===== src/rtl/contador.sv =====
// rtl/contador.sv - free-running WIDTH-bit up counter with synchronous active-high clear
module contador #(
    parameter int WIDTH = 5
) (
    input  logic             clk,
    input  logic             reset,
    output logic [WIDTH-1:0] count_out
);

    logic [WIDTH-1:0] count_q;
    logic [WIDTH-1:0] count_d;

    // Clear wins over increment, so the all-ones value goes straight to zero.
    always_comb begin
        count_d = count_q + WIDTH'(1);
        if (reset) begin
            count_d = '0;
        end
    end

    always_ff @(posedge clk) begin
        count_q <= count_d;
    end

    assign count_out = count_q;

endmodule


===== config.mk =====
export PLATFORM = sky130hd
export DESIGN_NAME = contador
export DESIGN_NICKNAME = d
export VERILOG_FILES = /design/src/rtl/contador.sv
export SDC_FILE = /design/constraint.sdc
export NUM_CORES = 1
export LEC_CHECK = 0
export ABC_AREA = 1
export CAP_MARGIN = 20
export CORE_AREA = 2 2 39 41
export CTS_CLUSTER_SIZE = 14
export DETAILED_ROUTE_END_ITERATION = 7
export DIE_AREA = 0 0 41 43
export MAX_ROUTING_LAYER = met4
export PLACE_DENSITY = 0.37
export SLEW_MARGIN = 5
export SYNTH_ARGS = -nofsm -noshare
export SYNTH_HDL_FRONTEND = slang
export SYNTH_SLANG_ARGS = --single-unit
export TNS_END_PERCENT = 1

===== constraint.sdc =====
create_clock -name clk -period 1.2 [get_ports clk]
set_input_delay 0.24 -clock clk [delete_from_list [all_inputs] [get_ports clk]]
set_output_delay 0.24 -clock clk [all_outputs]
set_load 0.03 [all_outputs]

-- Yosys cells after proc, flatten, opt, wreduce, memory -nomap -nowiden
Cells that the tools add are included.
- word-level logic and storage cells: 2
- bits in registers: 5
- input port bits: 2
- output and inout bits: 5
- add/subtract/negate cells: 1
- operators by type and width (cell ; number):
    $add A5 B1 Y5 const B ; 1

-- Depth between registers and ports, before layout
- depth in word-level cells: 1
- mapped depth: 5
- gate-level depth less buffers: 5

-- Worst setup path after synthesis
Ideal clock, no wire load.
- path type: register to register
- start point: register count_q[0] (netlist: count_out[0])
- end point: register count_q[4] (netlist: count_out[4])
- stages on the path, launching flop included: 6
- buffers on the path: 0
- period minus slack after synthesis: 1.116 ns
- data required time: 1.138 ns
- arrival time: 1.055 ns
- library setup time: 0.062 ns
- slack: 0.084 ns
- cell sequence: dfxtp_1 > ha_1 > nand3_1 > nand2_1 > nand2_1 > nor2_2
- cells in the longest elaborated chain, start to end: 1
- RTL lines (what ; line ; text):
    from (decl) ; 10 ; logic [WIDTH-1:0] count_q;
    from (signal assigned) ; 22 ; count_q <= count_d;
    $add A5 B1 Y5 ; 15 ; count_d = count_q + WIDTH'(1);
Every way passes these cells.
A chain may end at the register's enable or synchronous reset.

-- Worst setup path after layout
- start point: register count_q[2] (netlist: count_out[2])
- end point: output port count_out[2]
- RTL lines (what ; line ; text):
    to (decl) ; 7 ; output logic [WIDTH-1:0] count_out
No word-level cell between the ends.

==> results.sh <==
export IMPL_vias_per_cell=3.38
export IMPL_finalWirelength_um=342
export IMPL_max_freq_mhz=918
export IMPL_antenna_found_initial=0
export IMPL_postSynthCellCount=24
export IMPL_syn_cell_area_sq_um=198
export IMPL_maxCapViolations=0
export IMPL_synth_area_mux_share_pct=0
export IMPL_grt_use_total_pct=5.78
export IMPL_crit_path_max_incr_delay_ns=0.41
export IMPL_initial_core_utilization_pct=14.3
export IMPL_highest_signal_layer_in_the_routed_design="met3"
export IMPL_final_critical_path_setup_slack_ns=0.111
export IMPL_critPathBufInv=1
export IMPL_pre_cts_ws_ns=0.104
export IMPL_buffer_ports_inserted=6
export IMPL_final_net_count=38
export IMPL_floorplan_die_height_um=43
export IMPL_synth_adder_area_share_pct=6.33
export IMPL_power_density_cell_area_nw_per_um2=1460
export IMPL_cts_root_buffer_cell="clkbuf_4"
export IMPL_yosys_area_share_xor_xnor_pct=4.43
export IMPL_critical_path_required_ns=0.96
export IMPL_floorplan_die_width_um=41
export IMPL_fin_crit_ns=1.09
export IMPL_routabilityCongestion=0.603
export IMPL_report_final_slew_viol_count=0
export IMPL_maximum_ir_drop_on_the_vdd_rail_mv=0.333
export IMPL_grt_overflow=0
export IMPL_worst_ep_arrival_time_ns=0.85
export IMPL_netlist_cell_type_count=10
export IMPL_detail_route_first_pass_iterations=2
export IMPL_critPathCaptureType="output pin"
export IMPL_ys_ff_latch=5
export IMPL_largest_register_ffs=5
export IMPL_grt_start_max_net_pins=6
export IMPL_path_delay_family="flip-flops"
export IMPL_synth_nets=27
export IMPL_cts_setup_buffers=0
export IMPL_cts_buffer_depth=2
export IMPL_drive_gt1_share_pct=29.4
export IMPL_io_pins=7
export IMPL_crit_cells=1
export IMPL_synth_warn=0
export IMPL_core_area_sq_um=1380
export IMPL_part_of_the_cycle_the_worst_path_needs_pct=90.8
export IMPL_synth_compound_area_share_pct=0
export IMPL_cts_sink_count=5
export IMPL_finalClockSkew_ns=0.000490
export IMPL_floorplan_die_area_sq_um=1760
export IMPL_cellLeakagePower_nw=0.136
export IMPL_layout_area_seq_sq_um=100
export IMPL_cp_slowest_cell="dfxtp_1"
export IMPL_hp_class="flop to flop"
export IMPL_post_route_util_pct=21.1
export IMPL_critical_path_max_fanout=5
export IMPL_cts_hold_fix_buffers=0
export IMPL_totalNegativeSetupSlack_ns=0
export IMPL_cts_repair_resize_count=0
export IMPL_route_vias_total=169
export IMPL_filler_cell_count=161
export IMPL_first_global_vias=171
export IMPL_final_setup_viol_count=0
export IMPL_worstMarginPinSlew_ns=0.205
export IMPL_flow_area_growth_from_synthesis_pct=47.5
export IMPL_rows=14
export IMPL_met2_length_um=128
export IMPL_m1WireLength_um=167
export IMPL_place_inst=46
export IMPL_report_final_hold_viol_count=0
export IMPL_ys_seq_area_share_pct=50.6
export IMPL_synthesis_area_per_instance_sq_um=8.24
export IMPL_clock_h_tree_levels=1
export IMPL_instances_no_fill=50
export IMPL_clkTransAtPathRegs_ns=0.04
export IMPL_multiInputGateArea_sq_um=82.6
export IMPL_worstSetupStartpointType="flop"
export IMPL_timing_reg2reg_worst_path_depth=5
export IMPL_route_met3_wl_um=46
export IMPL_inserted_clock_buffers=3
export IMPL_drt_drc_violations_left=0
export IMPL_min_delay_path_depth=1
export IMPL_n_antenna_cell=0
export IMPL_post_detailed_route_wirelength_per_cell_um=6.84
export IMPL_dominant_combinational_cell_family_by_area_after_synthesis="simple AND/OR/NAND/NOR gates"
export IMPL_grt_setup_unrepaired="no"
export IMPL_clock_tree_from_tritoncts="yes"
export IMPL_timing_critical_path_cells="buf_4"
export IMPL_grt_first_pass_wirelength_um=621
export IMPL_worstSkewPairLatency_ns=0.24
export IMPL_drt_first_iter_violations=1
export IMPL_ant_nets=0
export IMPL_relSlewSlack_pct=86.3
export IMPL_worst_setup_path_type="flop to output pin"
export IMPL_synth_simple_gate_area_share_pct=31.0
export IMPL_run_status="finished clean"
[layout make-up]
class,instances,share of cell area [%]
Multi-Input combinational cell,15,28.3
Sequential cell,5,34.3
Tap cell,16,6.87
Timing Repair Buffer,6,16.3
Clock buffer,4,9.01
Inverter,4,5.15
[power by group]
part	internal [mW]	switching, mW
registers	0.176	0.0102
logic	0.0207	0.0302
clock network	0.125	0.0629
[layout by cell type, fill, tap and decap left out]
master           n
buf_4            5
clkbuf_1         1
clkbuf_4         3
clkdlybuf4s50_1  1
dfxtp_1          5
ha_1             1
inv_1            4
nand2_1          4
nand3_1          1
nand3_2          1
nand4_1          1
nor2_1           5
nor2_2           1
xnor2_1          1
[synthesized netlist by cell type]
cell     n  share of area [%]
ha_1     1                6.3
nand2_1  4                7.6
inv_1    4                7.6
nand3_2  1                5.1
nor2_1   5                9.5
xnor2_1  1                4.4
nand4_1  1                3.2
nand3_1  1                2.5
dfxtp_1  5                 51
nor2_2   1                3.2
[metrics by stage]
stage	cell area [sq um]	hold WS (ns)	power (mW)
floorplan	198	0.307	0.218
global placement	265	0.462	0.240
detailed placement	265	0.463	0.241
CTS	292	0.474	0.439
global route	292	0.530	0.457
finish	292	0.472	0.425
[cells by family after synthesis]
logic type / Yosys count
and+or+nand+nor: 13
DFF: 5
buffers and inverters: 4
xor gates and xnor gates: 1
adders and majority gates: 1
[layer usage]
layer  track usage (%)  up-vias
li1                  -       92
met1              6.49       70
met2              6.25        7
met3              3.66        0
met4              6.00        0
met5                 -        -
[worst paths after layout]
check                    start           end  slack (ns)
setup / recovery  count_out[2]  count_out[2]        0.11
hold / removal    count_out[0]  count_out[0]        0.47
setup reg to reg  count_out[0]  count_out[4]        0.25
hold reg to reg   count_out[0]  count_out[0]        0.47
No activity file was read; power rests on OpenSTA's default activity.
